$ cat src/rtl/addsub_seq_16bit.sv
// 16-bit signed add/subtract built from one 4-bit slice iterated over four nibbles.
// Optional saturation on overflow; flags and result publish only when the operation completes.
module addsub_seq_16bit (
  input  logic        clk,
  input  logic        rst_n,
  input  logic        start,
  input  logic [15:0] A,
  input  logic [15:0] B,
  input  logic        sub,
  input  logic        sat,
  output logic        ready,
  output logic        done,
  output logic [15:0] Result,
  output logic        Ovfl,
  output logic        Zero,
  output logic        Neg
);

  // state | meaning
  // IDLE  | waiting for start, ready=1
  // RUN   | one nibble per cycle, cnt 0..3
  // DONE  | result published, done=1, ready=1
  typedef enum logic [1:0] {IDLE, RUN, DONE} state_t;

  state_t      state_q, state_d;
  logic [1:0]  cnt_q, cnt_d;
  logic        carry_q, carry_d;
  logic [15:0] a_q, a_d;
  logic [15:0] b_q, b_d;
  logic        sat_q, sat_d;
  logic [15:0] acc_q, acc_d;
  logic [15:0] result_q, result_d;
  logic        ovfl_q, ovfl_d;
  logic        zero_q, zero_d;
  logic        neg_q, neg_d;

  logic [3:0]  a_nib, b_nib, sum_nib, lo_sum;
  logic        c_into_msb, c_out, ovf_now;
  logic [15:0] raw_sum, final_res;

  // The slice splits at its top bit so the last step exposes carry into bit 15.
  always_comb begin
    a_nib      = a_q[{cnt_q, 2'b00} +: 4];
    b_nib      = b_q[{cnt_q, 2'b00} +: 4];
    lo_sum     = {1'b0, a_nib[2:0]} + {1'b0, b_nib[2:0]} + {3'b000, carry_q};
    c_into_msb = lo_sum[3];
    sum_nib    = {a_nib[3] ^ b_nib[3] ^ c_into_msb, lo_sum[2:0]};
    c_out      = (a_nib[3] & b_nib[3]) | (c_into_msb & (a_nib[3] ^ b_nib[3]));
    ovf_now    = c_into_msb ^ c_out;
    raw_sum    = {sum_nib, acc_q[11:0]};
    if (sat_q && ovf_now)
      final_res = a_q[15] ? 16'h8000 : 16'h7FFF;
    else
      final_res = raw_sum;
  end

  always_comb begin
    state_d  = state_q;
    cnt_d    = cnt_q;
    carry_d  = carry_q;
    a_d      = a_q;
    b_d      = b_q;
    sat_d    = sat_q;
    acc_d    = acc_q;
    result_d = result_q;
    ovfl_d   = ovfl_q;
    zero_d   = zero_q;
    neg_d    = neg_q;
    case (state_q)
      IDLE, DONE: begin
        if (start) begin
          a_d     = A;
          b_d     = B ^ {16{sub}};
          sat_d   = sat;
          carry_d = sub;
          cnt_d   = 2'd0;
          state_d = RUN;
        end else if (state_q == DONE) begin
          state_d = IDLE;
        end
      end
      RUN: begin
        acc_d[{cnt_q, 2'b00} +: 4] = sum_nib;
        carry_d = c_out;
        cnt_d   = cnt_q + 2'd1;
        if (cnt_q == 2'd3) begin
          state_d  = DONE;
          result_d = final_res;
          ovfl_d   = ovf_now;
          zero_d   = (final_res == 16'h0000);
          neg_d    = final_res[15];
        end
      end
      default: state_d = IDLE;
    endcase
  end

  always_ff @(posedge clk) begin
    if (!rst_n) begin
      state_q  <= IDLE;
      cnt_q    <= 2'd0;
      carry_q  <= 1'b0;
      a_q      <= 16'h0000;
      b_q      <= 16'h0000;
      sat_q    <= 1'b0;
      acc_q    <= 16'h0000;
      result_q <= 16'h0000;
      ovfl_q   <= 1'b0;
      zero_q   <= 1'b0;
      neg_q    <= 1'b0;
    end else begin
      state_q  <= state_d;
      cnt_q    <= cnt_d;
      carry_q  <= carry_d;
      a_q      <= a_d;
      b_q      <= b_d;
      sat_q    <= sat_d;
      acc_q    <= acc_d;
      result_q <= result_d;
      ovfl_q   <= ovfl_d;
      zero_q   <= zero_d;
      neg_q    <= neg_d;
    end
  end

  assign ready  = (state_q == IDLE) || (state_q == DONE);
  assign done   = (state_q == DONE);
  assign Result = result_q;
  assign Ovfl   = ovfl_q;
  assign Zero   = zero_q;
  assign Neg    = neg_q;

endmodule

$ cat config.mk
export PLATFORM = sky130hd
export DESIGN_NAME = addsub_seq_16bit
export DESIGN_NICKNAME = d
export VERILOG_FILES = /design/src/rtl/addsub_seq_16bit.sv
export SDC_FILE = /design/constraint.sdc
export NUM_CORES = 1
export LEC_CHECK = 0
export CORE_MARGIN = 2
export CORE_UTILIZATION = 45
export DETAILED_ROUTE_END_ITERATION = 10
export DONT_BUFFER_PORTS = 1
export HOLD_SLACK_MARGIN = 0.02
export PLACE_DENSITY_LB_ADDON = 0.1
export SYNTH_ARGS = -nofsm -noshare
export SYNTH_HDL_FRONTEND = slang
export SYNTH_SLANG_ARGS = --single-unit
export TNS_END_PERCENT = 10
$ cat constraint.sdc
create_clock -name clk -period 4 [get_ports clk]
set_input_delay 0.8 -clock clk [delete_from_list [all_inputs] [get_ports clk]]
set_output_delay 0.8 -clock clk [all_outputs]
set_load 0.05 [all_outputs]
==> results of run 1 <==
layout by cell type (no fill, tap or decap), types with 2 or more instances in the layout:
cell        n
a211oi_1   22
a21oi_1    20
a22oi_1     7
a2bb2oi_1   6
and2_2      2
buf_4       4
clkbuf_1    2
clkbuf_8    9
clkinv_2    3
dfxtp_1    68
fa_1        3
ha_1        7
inv_1       8
mux4_2      8
nand2_1    38
nand2b_1    2
nand3_1    23
nand3b_1    3
nor2_1     45
nor2b_1     2
nor3_1      4
nor4b_1     2
o211ai_2   10
o21ai_0     5
or3_1       3
or4_1       2
xnor2_1    18
cell type report:
class	count	area (µm²)
inverter	9	33.8
clock inverter	5	52.6
sequential	68	1360
fill	688	3440
tap	96	120
multi-input combinational	245	1700
timing repair buffer	4	30.0
clock buffer	11	131
flip-flops by register name (all words and copies together), names as in the netlist:
signal	count
Ovfl	1
Result	16
Zero	1
a_q	16
acc_q	12
b_q	16
carry_q	1
cnt_q	2
sat_q	1
state_q	2
worst register-to-register path, cell delays in order, from the launching register on:
cell,delay [ns]
dfxtp_1,0.66
mux4_2,0.58
ha_1,0.36
nand3_1,0.15
and2_2,0.23
fa_1,0.43
nand4b_2,0.31
a2111o_1,0.69
o211ai_2,0.16
logic make-up (layout without fill, tap and decap cells):
logic type | Yosys count | in the layout | share of synthesized area
multiplexers | 8 | 8 | 0.0560
buffers and inverters | 36 | 29 | 0.0502
adder cells (fa/ha/maj) | 10 | 10 | 0.0459
XOR/XNOR | 18 | 18 | 0.0490
AND/OR/NAND/NOR | 134 | 134 | 0.200
flip-flops | 68 | 68 | 0.423
AO/OA/AOI/OAI | 75 | 75 | 0.176
worst max-delay path by stage:
stage,startpoint,to
after floorplan,cnt_q[0],Zero
after global placement,cnt_q[0],Result[0]
after detailed placement,cnt_q[0],Result[0]
after CTS,cnt_q[0],Result[0]
after global routing,cnt_q[0],Result[0]
final,cnt_q[0],Result[0]
power groups by stage:
| stage | sequential (mW) | combinational, mW | clock (mW) |
|---|---|---|---|
| 6_report | 0.733 | 0.180 | 0.538 |
| 5_1_grt | 0.738 | 0.203 | 0.584 |
| 4_1_cts | 0.734 | 0.183 | 0.552 |
| 3_5_place_dp | 0.750 | 0.182 | 0 |
| 3_3_place_gp | 0.750 | 0.180 | 0 |
| 2_1_floorplan | 0.736 | 0.162 | 0 |
layer usage:
metal / vias up / share of wire / routed length (µm) / global-route usage
met5: - / 0 / 0 / 0
li1: 1213 / - / - / -
met1: 1104 / 0.45 / 3100 / 0.240
met3: 13 / 0.045 / 312 / 0.0597
met2: 57 / 0.49 / 3380 / 0.316
met4: 0 / 0.017 / 120 / 0.0620
metrics by stage:
stage                util  cell area (µm²)  hold slack, ns  setup WS, ns  cells
finish              0.500             3430           0.458         0.381    438
floorplan               -             3220           0.433         0.601    349
CTS                 0.500             3430           0.459         0.339    438
global route        0.500             3430           0.489         0.142    438
detailed placement  0.473             3250           0.450         0.351    422
global placement    0.473             3250           0.448         0.424    422
cell usage after synthesis, types with 5 or more instances:
master,number,area share
o21ai_0,5,0.0078
ha_1,7,0.027
mux4_2,8,0.056
nand3_1,23,0.036
a211oi_1,22,0.051
xnor2_1,18,0.049
nand2_1,38,0.044
a22oi_1,7,0.016
a21oi_1,20,0.031
nor2_1,45,0.052
o211ai_2,10,0.039
dfxtp_1,68,0.42
clkbuf_1,13,0.015
inv_1,8,0.0093
buf_2,9,0.014
a2bb2oi_1,6,0.016
==> metrics.md, run 1 <==
| Metric | Value |
|---|---|
| Slowest cell on crit path | a2111o_1 |
| CORE AREA | 6870 µm² |
| Area Overhead vs Synth | 6.65% |
| Comb pwr share | 0.124 |
| Reg power frac | 0.505 |
| PwrDens | roughly 420 nW/µm² |
| Seq cells post-synth | 68 |
| Max Slew Vio Count | 0 |
| FF-to-FF setup slack | approximately 0.38 ns |
| Clk root buf | clkbuf_8 |
| Wire length per cell | 15.8 µm |
| Hpwl dp | around 4900 µm |
| GRT Total Usage | 0.192 |
| Mapped Avg Cell Area | 9.22 µm² |
| Num CTS Buffers | 9 |
| Drt pass-1 iters | 6 |
| Mapped Area | 3220 µm² |
| Crit path launch type | flip-flop |
| Slew @ Worst Pin | 0.973 ns |
| # DRC | 0 |
| Routed WL | 6910 µm |
| Worst-path cell chain | mux4_2 > ha_1 > nand3_1 > and2_2 > fa_1 > nand4b_2 > a2111o_1 > o211ai_2 |
| Hold crit path type | flip-flop to flip-flop |
| Total Power | 1.45 mW |
| Fmax | 0.276 GHz |
| Largest net degree at the start of global routing | 52 |
| Min Tclk post-route | 3.62 ns |
| P_int | 1.08 mW |
| Clock network power share | 0.371 |
| Switching pwr | roughly 0.38 mW |
| Critical Path End Type | flip-flop |
| R2R cell count | 8 |
| RSZ-0062 raised after global routing | false |
| Sw Ratio | 0.259 |
| Netlist cell types | 41 |
| CP max FO | 10 |
| EDFF count, synth | 0 |
| Ys Warns | 0 |
| Layout Skew | 0.00769 ns |
| Max_slew headroom | 0.350 |
| # IOs | between 50 and 60 |
| Final RePlAce weighted congestion | 0.869 |
| Worst Hold Endpoint | a_q[0] |
| Grt ovf | 0 |
| Chip Width | 88.6 µm |
| Clock sink count | 68 |
| Hold Crit Depth | 2 |
| Port Buffer Count | 0 |
| Initial antenna violation count | 0 |
| Initial core utilization | 0.468 |
| Hold-fix buffers at CTS | 0 |
| Worst r2r src | cnt_q[0] |
| CP arrival | 3.89 ns |
| Number of global-route vias before repair | 2300 |
| Skew-Pair Late Insertion Delay | 0.34 ns |
| Chip Height | 88.6 µm |
| DR vias/cell | 5.45 |
| H-tree Lvls | 3 |
| Inserted Diodes | 0 |
| Max_cap viols | 0 |
| Die area | 7840 µm² |
| Leakage Power | 1.25 nW |
| Post-Syn Instances | 349 |
| Post_cts resized | 0 |
| Finish-stage setup viols | 0 |
| Post-CTS setup buffers | 0 |
| Layout Nets | 384 |
| Kind of critical path | flip-flop to flip-flop |
| TNS Setup | 0 ns |
| CTS clk-pin slew, worst paths | 0.07 ns |
| Final Hold Viols | 0 |
| Hold Crit Start | a_q[0] |
| Seq/Total Area, Yosys | 0.423 |
| Worst Path Buf+Inv | 0 |
| Most used DFF post-synth | dfxtp_1 |
| Crit path depth | 8 |
| FFs w/ async S/R, synth | 0 |
| Initial DRC count | 93 |
| Crit path required time | 4.27 ns |
| Clock Tree Buf Depth | 2 |
| # rows | 30 |
| Global-route wire length before repair | 11500 µm |
| CTS tree | yes |
| Crit share post-route | 0.905 |
| Status | complete, no violations |
| Critical R2R Capture | Result[0] |
| Top cell family by delay on the critical path | compound AO/OA/AOI/OAI gates |
| Peak VDD IR | 0.000208 V |
| Share of cells above drive strength 1 | 0.132 |
| Net Count, Synth | around 400 |
| Max incr delay on CP | 0.69 ns |
| Post-route ant nets | 0 |
| Vias | 2387 |
No activity file was read; power rests on OpenSTA's default activity.
==> run 2: changes to the inputs <==
CORE_UTILIZATION = 35   (was 45)
==> run 2 against run 1 <==
Against the previous run: critical endpoint unchanged; via count down 0.67%; maximum frequency up 0.52%; largest cell class unchanged; clock power up 5.2%; combinational power about the same; utilization down 11 points; highest routed layer unchanged.
==> metrics.md, run 2 (synthesized netlist as in run 1, its figures left out) <==
| Metric | Value |
|---|---|
| # IOs | 58 |
| Die area | 9980 µm² |
| Worst-path cell chain | mux4_2 > ha_1 > nand3_1 > and2_2 > fa_1 > nand4b_2 > a2111o_1 > o211ai_2 |
| FILL cells | ~930 |
| Skew-Pair Late Insertion Delay | between 0.3 and 0.4 ns |
| CORE AREA | 8810 µm² |
| Num CTS Buffers | 9 |
| Layout Skew | around 0.01 ns |
| Global-route wire length before repair | between 10000 and 15000 µm |
| # DRC | 0 |
| Fin util | 0.392 |
| TNS Setup | 0 ns |
| CP max FO | 10 |
| DR vias/cell | ~5.3 |
| Worst slack at placement | 0.340 ns |
| Hold Crit Depth | 2 |
| Multi-input gate area | 1700 µm² |
| # rows | 34 |
| Routed WL | around 7600 µm |
| Final Hold Viols | 0 |
| Min Tclk post-route | 3.60 ns |
| Critical Path End Type | flip-flop |
| Worst Hold Endpoint | a_q[12] |
| CTS tree | yes |
| Initial DRC count | between 80 and 90 |
| Hold crit path type | flip-flop to flip-flop |
| CTS clk-pin slew, worst paths | 0.07 ns |
| Vias | 2371 |
| Share of cells above drive strength 1 | 0.129 |
| Leakage Power | 1.26 nW |
| RSZ-0062 raised after global routing | false |
| Inserted Diodes | 0 |
| Wire length per cell | 16.9 µm |
| FF+latch area | 1360 µm² |
| Grt ovf | 0 |
| Max_cap viols | 0 |
| Hold_ws | between 0.4 and 0.5 ns |
| Number of global-route vias before repair | ~2300 |
| Fmax | 0.278 GHz |
| Largest net degree at the start of global routing | 56 |
| Crit path required time | 4.27 ns |
| Hold-fix buffers at CTS | 0 |
| Worst setup startpoint | cnt_q[0] |
| R2R cell count | 8 |
| Initial antenna violation count | 0 |
| Max_slew headroom | 0.343 |
| Initial core utilization | 0.365 |
| Finished Cell Area | around 3500 µm² |
| Drt pass-1 iters | 4 |
| Post-CTS setup buffers | 0 |
| Area Overhead vs Synth | 7.31% |
| H-tree Lvls | 3 |
| Chip Width | ~100 µm |
| Max Slew Vio Count | 0 |
| Max incr delay on CP | ~0.69 ns |
| Hpwl dp | 5340 µm |
| Clock sink count | roughly 70 |
| Most frequent cells in the layout | 68 x dfxtp_1, 45 x nor2_1, 38 x nand2_1 |
| Post_cts resized | 0 |
| GRT Total Usage | 0.159 |
| Crit share post-route | 0.900 |
| Crit path launch type | flip-flop |
| CP arrival | 3.87 ns |
| Status | complete, no violations |
| Most common cell after layout, fill and taps aside | dfxtp_1 |
| Clk root buf | clkbuf_8 |
| Slew @ Worst Pin | a little under 1 ns |
| Area after DPL | 3260 µm² |
| Port Buffer Count | 0 |
| Worst r2r src | cnt_q[0] |
| Hold Crit Start | a_q[12] |
| PwrDens | 429 nW/µm² |
| Kind of critical path | flip-flop to flip-flop |
| FF-to-FF setup slack | 0.40 ns |
| Finish-stage setup viols | 0 |
| Layout Nets | 384 |
| Post-route ant nets | 0 |
| Critical R2R Capture | Result[0] |
| Worst setup margin | 0.400 ns |
| Final RePlAce weighted congestion | 0.771 |
| Chip Height | 99.9 µm |
| Clock Tree Buf Depth | 2 |
| Peak VDD IR | between 0.0001 and 0.00015 V |
| Slowest cell on crit path | a2111o_1 |
run 2: layout make-up:
type	count	area share
clock buffer	12	0.0449
clock inverter	2	0.0101
inverter	9	0.00978
multi-input combinational	245	0.493
sequential	68	0.394
tap	108	0.0391
timing repair buffer	4	0.00870
run 2: worst max path at each step:
stage / slack (ns) / to / cells after the start
floorplan: 0.60 / Zero / 10
global placement: 0.39 / Result[0] / 8
detailed placement: 0.34 / Result[0] / 8
CTS: 0.32 / Result[0] / 8
global route: 0.15 / Result[0] / 8
finish: 0.40 / Result[0] / 8
run 2: routing by layer:
layer / global-route usage / routed length (µm) / vias up
li1: - / - / 1206
met1: 0.198 / 3520 / 1106
met2: 0.266 / 3630 / 51
met3: 0.0467 / 318 / 8
met4: 0.0537 / 99 / 0
met5: 0 / 0 / -
run 2: worst max-delay path, delay by kind of cell, from the launching register on:
kind,cells,cell delay (ns)
adders and majority gates,2,0.78
and+or+nand+nor,3,0.66
AOI/OAI and AO/OA,2,0.84
DFF,1,0.66
muxes,1,0.57
run 2: power breakdown:
group / internal (mW) / switching (mW) / total (mW)
clock: 0.315 / 0.251 / 0.566
sequential: 0.708 / 0.0264 / 0.734
combinational: 0.0832 / 0.0985 / 0.182
total: 1.11 / 0.376 / 1.48
run 2: through the flow:
| stage | std cells | power (mW) |
|---|---|---|
| after floorplan | 349 | 0.898 |
| after global placement | 434 | 0.934 |
| after detailed placement | 434 | 0.935 |
| after CTS | 448 | 1.50 |
| after global routing | 448 | 1.55 |
| final | 448 | 1.48 |
